<file path="config.mk">
export PLATFORM = sky130hd
export DESIGN_NAME = word_renderer_flat
export DESIGN_NICKNAME = d
export VERILOG_FILES = /design/src/rtl/word_pkg.sv /design/src/rtl/word_renderer_if.sv /design/src/rtl/word_row_shifter.sv /design/src/rtl/word_renderer.sv /design/src/flat_wrapper.sv
export SDC_FILE = /design/constraint.sdc
export NUM_CORES = 2
export LEC_CHECK = 0
export CORE_MARGIN = 1.5
export CORE_UTILIZATION = 28
export CTS_CLUSTER_DIAMETER = 80
export DETAILED_ROUTE_END_ITERATION = 8
export PLACE_DENSITY = 0.58
export REMOVE_ABC_BUFFERS = 1
export SYNTH_ARGS = -nofsm -noshare
export SYNTH_HDL_FRONTEND = slang
export SYNTH_HIERARCHICAL = 1
export SYNTH_SLANG_ARGS = --single-unit
</file>
<file path="constraint.sdc">
create_clock -name clk -period 25 [get_ports clk]
set_input_delay 5 -clock clk [delete_from_list [all_inputs] [get_ports clk]]
set_output_delay 5 -clock clk [all_outputs]
set_load 0.1 [all_outputs]
</file>
<file path="src/rtl/word_pkg.sv">
// Shared constants and state encoding for the text-banner renderer.
// Used by word_renderer, word_row_shifter and word_renderer_if.
package word_pkg;

  localparam int GLYPH_W   = 680;
  localparam int GLYPH_H   = 40;
  localparam int ROW_SEL_W = 6;
  localparam int BITCNT_W  = 10;
  localparam int HCNT_W    = 11;
  localparam int RGB_W     = 12;

  typedef enum logic [1:0] {
    ST_IDLE  = 2'd0,
    ST_FETCH = 2'd1,
    ST_SHIFT = 2'd2
  } state_t;

endpackage

</file>
<file path="src/rtl/word_renderer_if.sv">
// Bus between the VGA timing / glyph ROM side and the banner renderer.
// The slave modport is the renderer; the master modport is whatever drives
// the raster counters and supplies ROM data.
interface word_renderer_if;
  import word_pkg::*;

  logic                  pix_ce;
  logic [HCNT_W-1:0]     hcnt;
  logic [HCNT_W-1:0]     vcnt;
  logic                  vsync_pls;
  logic [ROW_SEL_W-1:0]  choose;
  logic [GLYPH_W-1:0]    word;
  logic                  pixel_on;
  logic [RGB_W-1:0]      rgb;

  modport master (
    output pix_ce, hcnt, vcnt, vsync_pls, word,
    input  choose, pixel_on, rgb
  );

  modport slave (
    input  pix_ce, hcnt, vcnt, vsync_pls, word,
    output choose, pixel_on, rgb
  );

endinterface

</file>
<file path="src/rtl/word_row_shifter.sv">
// Holds one glyph ROM row and shifts it out MSB-first, one bit per shift
// strobe, with a bit counter that flags the final bit of the row.
module word_row_shifter
  import word_pkg::*;
(
  input  logic               clk,
  input  logic               rst,
  input  logic               load,
  input  logic               shift,
  input  logic [GLYPH_W-1:0] din,
  output logic               msb,
  output logic               last
);

  logic [GLYPH_W-1:0]  shreg;
  logic [BITCNT_W-1:0] bitcnt;

  // Parallel load restarts the row; each shift moves the next bit into the MSB.
  always_ff @(posedge clk or posedge rst) begin
    if (rst) begin
      shreg  <= '0;
      bitcnt <= '0;
    end else if (load) begin
      shreg  <= din;
      bitcnt <= '0;
    end else if (shift) begin
      shreg  <= {shreg[GLYPH_W-2:0], 1'b0};
      bitcnt <= bitcnt + BITCNT_W'(1);
    end
  end

  assign msb  = shreg[GLYPH_W-1];
  assign last = (bitcnt == BITCNT_W'(GLYPH_W - 1));

endmodule

</file>
<file path="src/rtl/word_renderer.sv">
// Banner renderer: watches the raster counters, selects the glyph ROM row
// two columns ahead of the banner, then serialises the returned row into
// a registered pixel_on/rgb pair aligned one pixel behind hcnt.
// Optional feature macro: BLINK_EN (frame counter blanks the banner for
// 16 of every 32 frames, counted on vsync_pls).
module word_renderer
  import word_pkg::*;
#(
  parameter int               X0     = 200,
  parameter int               Y0     = 100,
  parameter logic [RGB_W-1:0] FG_RGB = 12'hFF0
) (
  input  logic             clk,
  input  logic             rst,
  word_renderer_if.slave   bus
);

  localparam logic [HCNT_W-1:0] TRIG_COL  = HCNT_W'(X0 - 2);
  localparam logic [HCNT_W-1:0] ROW_FIRST = HCNT_W'(Y0);
  localparam logic [HCNT_W-1:0] ROW_END   = HCNT_W'(Y0 + GLYPH_H);

  state_t                state;
  logic [ROW_SEL_W-1:0]  choose_q;
  logic                  pixel_on_q;
  logic [RGB_W-1:0]      rgb_q;

  logic                  row_active;
  logic                  trigger;
  logic [ROW_SEL_W-1:0]  row_idx;
  logic                  sh_load;
  logic                  sh_shift;
  logic                  sh_msb;
  logic                  sh_last;
  logic                  blank;
  logic                  next_bit;

  assign row_active = (bus.vcnt >= ROW_FIRST) && (bus.vcnt < ROW_END);
  assign row_idx    = ROW_SEL_W'(bus.vcnt - ROW_FIRST);
  assign trigger    = row_active && (bus.hcnt == TRIG_COL);

  // A fresh trigger always wins, so a short line restarts the fetch.
  assign sh_load  = bus.pix_ce && !trigger && (state == ST_FETCH);
  assign sh_shift = bus.pix_ce && !trigger && (state == ST_SHIFT);

  word_row_shifter u_shifter (
    .clk   (clk),
    .rst   (rst),
    .load  (sh_load),
    .shift (sh_shift),
    .din   (bus.word),
    .msb   (sh_msb),
    .last  (sh_last)
  );

`ifdef BLINK_EN
  logic [4:0] blink_cnt;

  // Frame counter; its top bit selects the blanked half of the blink cycle.
  always_ff @(posedge clk or posedge rst) begin
    if (rst) begin
      blink_cnt <= '0;
    end else if (bus.pix_ce && bus.vsync_pls) begin
      blink_cnt <= blink_cnt + 5'd1;
    end
  end

  assign blank = blink_cnt[4];
`else
  logic unused_vsync;
  assign unused_vsync = bus.vsync_pls;
  assign blank        = 1'b0;
`endif

  assign next_bit = sh_msb & ~blank;

  // Row fetch / serialise sequencer with registered ROM select and pixel outputs.
  always_ff @(posedge clk or posedge rst) begin
    if (rst) begin
      state      <= ST_IDLE;
      choose_q   <= '0;
      pixel_on_q <= 1'b0;
      rgb_q      <= '0;
    end else if (bus.pix_ce) begin
      pixel_on_q <= 1'b0;
      rgb_q      <= '0;
      if (trigger) begin
        choose_q <= row_idx;
        state    <= ST_FETCH;
      end else begin
        case (state)
          ST_IDLE: begin
            state <= ST_IDLE;
          end
          ST_FETCH: begin
            state <= ST_SHIFT;
          end
          ST_SHIFT: begin
            pixel_on_q <= next_bit;
            rgb_q      <= next_bit ? FG_RGB : '0;
            if (sh_last) begin
              state <= ST_IDLE;
            end
          end
          default: begin
            state <= ST_IDLE;
          end
        endcase
      end
    end
  end

  assign bus.choose   = choose_q;
  assign bus.pixel_on = pixel_on_q;
  assign bus.rgb      = rgb_q;

endmodule

</file>
<file path="src/flat_wrapper.sv">
// flat-port wrapper written by rule: the top's interface ports become plain ports
module word_renderer_flat import word_pkg::*;
#(
  parameter int               X0     = 200,
  parameter int               Y0     = 100,
  parameter logic [RGB_W-1:0] FG_RGB = 12'hFF0
)
  (clk, rst, bus_pix_ce, bus_hcnt, bus_vcnt, bus_vsync_pls, bus_word, bus_choose, bus_pixel_on, bus_rgb);
  word_renderer_if bus_i ();
  input  logic clk;
  input  logic rst;
  input wire logic [$bits(bus_i.pix_ce)-1:0] bus_pix_ce;
  input wire logic [$bits(bus_i.hcnt)-1:0] bus_hcnt;
  input wire logic [$bits(bus_i.vcnt)-1:0] bus_vcnt;
  input wire logic [$bits(bus_i.vsync_pls)-1:0] bus_vsync_pls;
  input wire logic [$bits(bus_i.word)-1:0] bus_word;
  output wire logic [$bits(bus_i.choose)-1:0] bus_choose;
  output wire logic [$bits(bus_i.pixel_on)-1:0] bus_pixel_on;
  output wire logic [$bits(bus_i.rgb)-1:0] bus_rgb;
  assign bus_i.pix_ce = bus_pix_ce;
  assign bus_i.hcnt = bus_hcnt;
  assign bus_i.vcnt = bus_vcnt;
  assign bus_i.vsync_pls = bus_vsync_pls;
  assign bus_i.word = bus_word;
  assign bus_choose = bus_i.choose;
  assign bus_pixel_on = bus_i.pixel_on;
  assign bus_rgb = bus_i.rgb;
  word_renderer #(.X0(X0), .Y0(Y0), .FG_RGB(FG_RGB)) u_core (.clk(clk), .rst(rst), .bus(bus_i));
endmodule
</file>
-- After elaboration in Yosys (flattened, before gate mapping)
Index checks and enable logic that the tools add are counted.
- bits in registers: 711
- input bits: 706
- word-level logic and storage cells: 36
- output and inout bits: 19
- $lt $le $gt $ge: 2
- mux-type cells: 12
- $add $sub $neg: 2
- equality and inequality tests: 5
- reduce and logical (&&, ||, !) cells: 9
- operators by type and width (operator ; count):
    680-bit two-way mux ; 2
    12-bit two-way mux ; 3
    10-bit two-way mux ; 2
    11-bit by 8-bit equality test with 1-bit output (second input constant) ; 1
    11-bit by 7-bit >= comparator with 1-bit output (second input constant) ; 1
    11-bit by 8-bit less-than comparator with 1-bit output (second input constant) ; 1
    10-bit by 1-bit adder with 10-bit output (second input constant) ; 1
    10-bit equality test (second input constant) ; 1
    6-bit subtractor (second input constant) ; 1
    1-bit logical AND ; 5
    2-bit two-way mux ; 2
    2-bit case mux with 2 select lines ; 1
    2-bit AND reduction ; 2
    3-bit by 1-bit inequality test with 1-bit output (second input constant) ; 1
    2-bit by 1-bit equality test with 1-bit output (second input constant) ; 1
    2-bit equality test (second input constant) ; 1
    1-bit two-way mux ; 2
    2-bit nonzero test ; 1
    1-bit logical NOT ; 1

-- Longest topological paths before layout
- depth after elaboration: 8
- depth in mapped cells: 12
- mapped depth without buffers: 9

-- Cells and area by module
Netlist, hierarchy kept.
- by module, submodules not included (module ; times used ; cells an instance ; area an instance (µm²)):
    word_row_shifter ; 1 ; 2998 ; 31604.1
    word_renderer ; 1 ; 68 ; 691.9

-- Worst setup path before layout
OpenSTA, ideal clock, no wires.
- kind: input port to flip-flop
- start point: input bus_vcnt[9]
- end point: register u_core.u_shifter.bitcnt[5]
- path slack: 17865 ps
- stages on the path: 10
- data arrival time: 7057 ps
- cell sequence: or4_4 nor4_4 nand3_1 and4b_1 buf_6 buf_6 buf_4 buf_2 buf_2 a21oi_1
- cells in the longest elaborated chain, start to end: 7
- elaborated cells on any way between the ends: 10
- RTL lines (element ; line ; RTL):
    start: declaration ; flat_wrapper.sv:14 ; input wire logic [$bits(bus_i.vcnt)-1:0] bus_vcnt;
    11-bit by 7-bit >= comparator with 1-bit output / 11-bit by 8-bit less-than comparator with 1-bit output (equally long branches) ; word_renderer.sv:37 ; assign row_active = (bus.vcnt >= ROW_FIRST) && (bus.vcnt < ROW_END);
    1-bit logical AND * ; word_renderer.sv:37 ;
    1-bit logical AND * ; word_renderer.sv:39 ; assign trigger = row_active && (bus.hcnt == TRIG_COL);
    1-bit logical NOT * ; word_renderer.sv:42 ; assign sh_load = bus.pix_ce && !trigger && (state == ST_FETCH);
    1-bit logical AND * (2 in a row) ; word_renderer.sv:42 ;
    named net u_core.sh_load ; word_renderer.sv:30 ; logic sh_load;
    10-bit two-way mux / 2-bit nonzero test (equally long branches) ; -- ;
    end signal: assignment ; word_row_shifter.sv:28 ; bitcnt <= bitcnt + BITCNT_W'(1);
    end: declaration ; word_row_shifter.sv:16 ; logic [BITCNT_W-1:0] bitcnt;
The timed path passes the listed nets; every way through them passes the cells marked *.
A chain may end at the register's enable or synchronous reset.

-- Final worst setup path
- start point: input bus_vcnt[3]
- end point: register u_core.u_shifter.shreg[0]
- cells in the longest elaborated chain, start to end: 7
- elaborated cells on any way between the ends: 10
- RTL lines (element ; line ; RTL):
    11-bit by 7-bit >= comparator with 1-bit output / 11-bit by 8-bit less-than comparator with 1-bit output (equally long branches) ; word_renderer.sv:37 ;
    1-bit logical AND * ; word_renderer.sv:37 ;
    1-bit logical AND * ; word_renderer.sv:39 ;
    1-bit logical NOT * ; word_renderer.sv:42 ;
    1-bit logical AND * (2 in a row) ; word_renderer.sv:42 ;
    named net u_core.sh_load ; word_renderer.sv:30 ;
    680-bit two-way mux / 2-bit nonzero test (equally long branches) ; -- ;
    end signal: assignment ; word_row_shifter.sv:24 ; shreg <= din;
    end signal: assignment ; word_row_shifter.sv:27 ; shreg <= {shreg[GLYPH_W-2:0], 1'b0};
    end: declaration ; word_row_shifter.sv:15 ; logic [GLYPH_W-1:0] shreg;
Marked as above.

==> impl_metrics.yaml <==
global_route:
  first_global_vias: 23800
  grt_pass1_wl_um: 135000
  grt_use_total: 0.145
  grt.overflow.total: 0
  antenna_found_initial: 27
  grt_max_degree: 213
floorplan:
  die_area_mm2: 0.117
  start_util: 0.282
  die_h_um: 343
  die_x_um: 343
  design.core.area_mm2: 0.114
  rows: 124
  ioPinCount: 725
synth:
  synth_compound_area_frac: 0.110
  synthSimpleGateAreaFrac: 0.0881
  netlist_area_mm2: 0.0323
  synth_edf_count: 0
  syn_avg_cell_area_um2: 10.5
  synth.most_common_cell: "dfrtp_1"
  synthXorXnorAreaFrac: 0.00163
  synth_top_family_by_area: "multiplexers"
  syn_inst: 3066
  synth.area.mux_share: 0.213
  synth_top_area_cell: "dfrtp_1"
  synthTopCellsByArea: "dfrtp_1 54%, mux2i_1 21%, o21ai_1 11%, nand2_1 8.0%, buf_4 1.5%"
  yosys_warnings: 6
  synth_common_cells: "699 x dfrtp_1, 685 x nand2_1, 681 x mux2i_1"
  yosys.cell_types.count: 42
  synthFlopType: "dfrtp_1"
  synth_seq_area_share: 0.542
  synth.top_cell.area_share: 0.542
  synthAdderAreaFrac: 0.00116
  ys_async_sr_fraction: 1.00
  synth_seq_cells: 699
outcome:
  status: "completed"
setup_path:
  crit_arrival_ns: 10.68
  cp.required_ns: 25.48
  crit_path_start_kind: "input pin"
  path_cells: "clkdlybuf4s50_1 -> inv_1 -> ha_1 -> or3b_2 -> a21oi_1 -> nand3_1 -> and4b_4 -> buf_4 -> buf_12 -> buf_4 -> buf_4 -> nand2b_1 -> o21ai_1"
  crit_slowest_cell: "buf_4"
  end_kind: "flop"
  max_stage_delay_ns: 0.84
  crit_type: "input pin to flop"
  crit_fanout: 212
  cpMostUsedCell: "buf_4"
clock_network:
  ctsRootBufferMaster: "clkbuf_16"
  post_cts_resized: 0
  ctsHoldBuffers: 0
  postCtsSetupRepairBufs: 0
  clock_latency_ns: 0.64
  clockBufferDepth: 3
  h-tree-depth: 3
  tritoncts: "done"
  numCtsBuffers: 82
  clk_pin_slew_ns: 0.06
  clock_sinks: 699
layout:
  syn2layout_area_growth_pct: 33.2
  num-fill-cells: 11400
  ff_latch_area_mm2: 0.0175
  post-route-util: 0.376
  multiInputGateArea_mm2: 0.0134
  layout.nets: 4370
  drive_gt1_frac: 0.0448
routing:
  ant_nets: 0
  m1WireLength_um: 37500
  wl_met2_um: 42100
  drc: 0
  drtIter0Drc: 1316
  wl_per_cell_um: 16.8
  vias: 23700
  wl_met3_um: 6770
  vias_per_cell: 4.51
  dr.pass1.iters: 5
  drt_wl_total_um: 88200
  top_layer_used: "met5"
flow_run:
  max-cap-violations: 0
place:
  dp.final_hpwl_um: 61800
  gp_congestion: 0.815
  numPortBuffers: 719
sta:
  fmax_ghz: 0.0981
  drv_slew: 0
  tightestPinTransition_ns: 1.06
  period_minus_slack_ns: 10.20
  finalClockSkew_ns: 0.0148
  fin_crit_sh: 0.408
  hold_viol: 0
  setup_tns_ns: 0
  max_slew_margin: 0.292
  rsz0062_at_grt: "no"
  finalSetupViolCount: 0
power_and_ir_drop:
  ir_drop_mv: 0.0514
  power_density_mw_per_mm2: 92.8
  total_power_mw: 3.99
  cellLeakagePower_nw: 17.4
worst_hold_path:
  worst_hold_path_type: "flop to flop"
==> cell type report <==
class / count / share of cell area
diodes: 10 / 0.000582
clock buffers: 126 / 0.0553
clock inverters: 25 / 0.00832
inverters: 7 / 0.000785
multi-input cells: 2122 / 0.311
flip-flops and latches: 699 / 0.407
well taps: 1512 / 0.0440
repair buffers: 749 / 0.173
==> through the flow <==
stage / setup slack (ns) / instances / cell area (um2) / hold WS (ns)
global route: 14.36 / 5249 / 43000 / 0.534
global placement: 14.20 / 5089 / 40300 / 0.491
detailed placement: 14.22 / 5089 / 40300 / 0.498
CTS: 14.94 / 5240 / 43000 / 0.511
floorplan: -6.06 / 2828 / 30900 / 0.499
finish: 14.80 / 5250 / 43000 / 0.503
==> per-layer routing <==
metal	up-vias	global-route usage
li1	11800	-
met5	-	0
met4	34	0.0441
met2	545	0.239
met3	136	0.0462
met1	11100	0.181
==> registers in the layout, indices dropped and copies added, names as in the netlist <==
register	cells
u_core/bus.rgb	1
u_core/u_shifter/shreg	680
u_core/state	2
u_core/u_shifter/bitcnt	10
u_core/bus.choose	6
==> report_power, final <==
part | leakage [nW] | internal, mW | switching [mW]
sequential | 9.25 | 1.64 | 0.310
combinational | 6.79 | 0.456 | 0.368
clock | 1.34 | 0.731 | 0.494
==> worst max-delay path: cells and delay by family <==
kind	cells	cell delay [ns]
buffers and inverters	6	3.76
AND/OR/NAND/NOR	4	1.19
adder cells (fa/ha/maj)	1	0.17
AO/OA/AOI/OAI	2	0.15
==> final timing paths <==
kind	from	end	slack, ns	cells past startpoint
worst max-delay path	bus_vcnt[3]	u_core/u_shifter/shreg[0]	14.80	13
worst min-delay path	u_core/bus.choose[0]	u_core/bus.choose[0]	0.50	1
worst max register to register	u_core/state[0]	u_core/u_shifter/shreg[549]	19.87	8
worst min register to register	u_core/bus.choose[0]	u_core/bus.choose[0]	0.50	1
max in group asynchronous	rst	u_core/u_shifter/shreg[156]	15.99	6
min in group asynchronous	rst	u_core/bus.rgb[10]	4.82	2
==> kinds of logic after synthesis <==
logic type	count (synthesis)
multiplexers	686
flip-flops	699
adder cells (fa/ha/maj)	3
other	1
XOR/XNOR	6
AND/OR/NAND/NOR	723
buffers and inverters	248
AO/OA/AOI/OAI	700
==> cell usage in the layout, fill, tap and decap left out, types with 4 or more instances in the layout <==
cell type	count
a21oi_1	8
buf_4	27
bufinv_16	7
clkbuf_1	29
clkbuf_16	83
clkbuf_8	14
clkdlybuf4s50_1	719
clkinv_2	10
conb_1	4
dfrtp_1	699
diode_2	10
inv_1	6
mux2_2	5
mux2i_1	681
nand2_1	685
nand4_1	4
nor2_1	5
o21ai_1	680
o31ai_1	4
or4_1	6
xor2_1	4
Note: power is estimated with default switching activity, not from simulation.
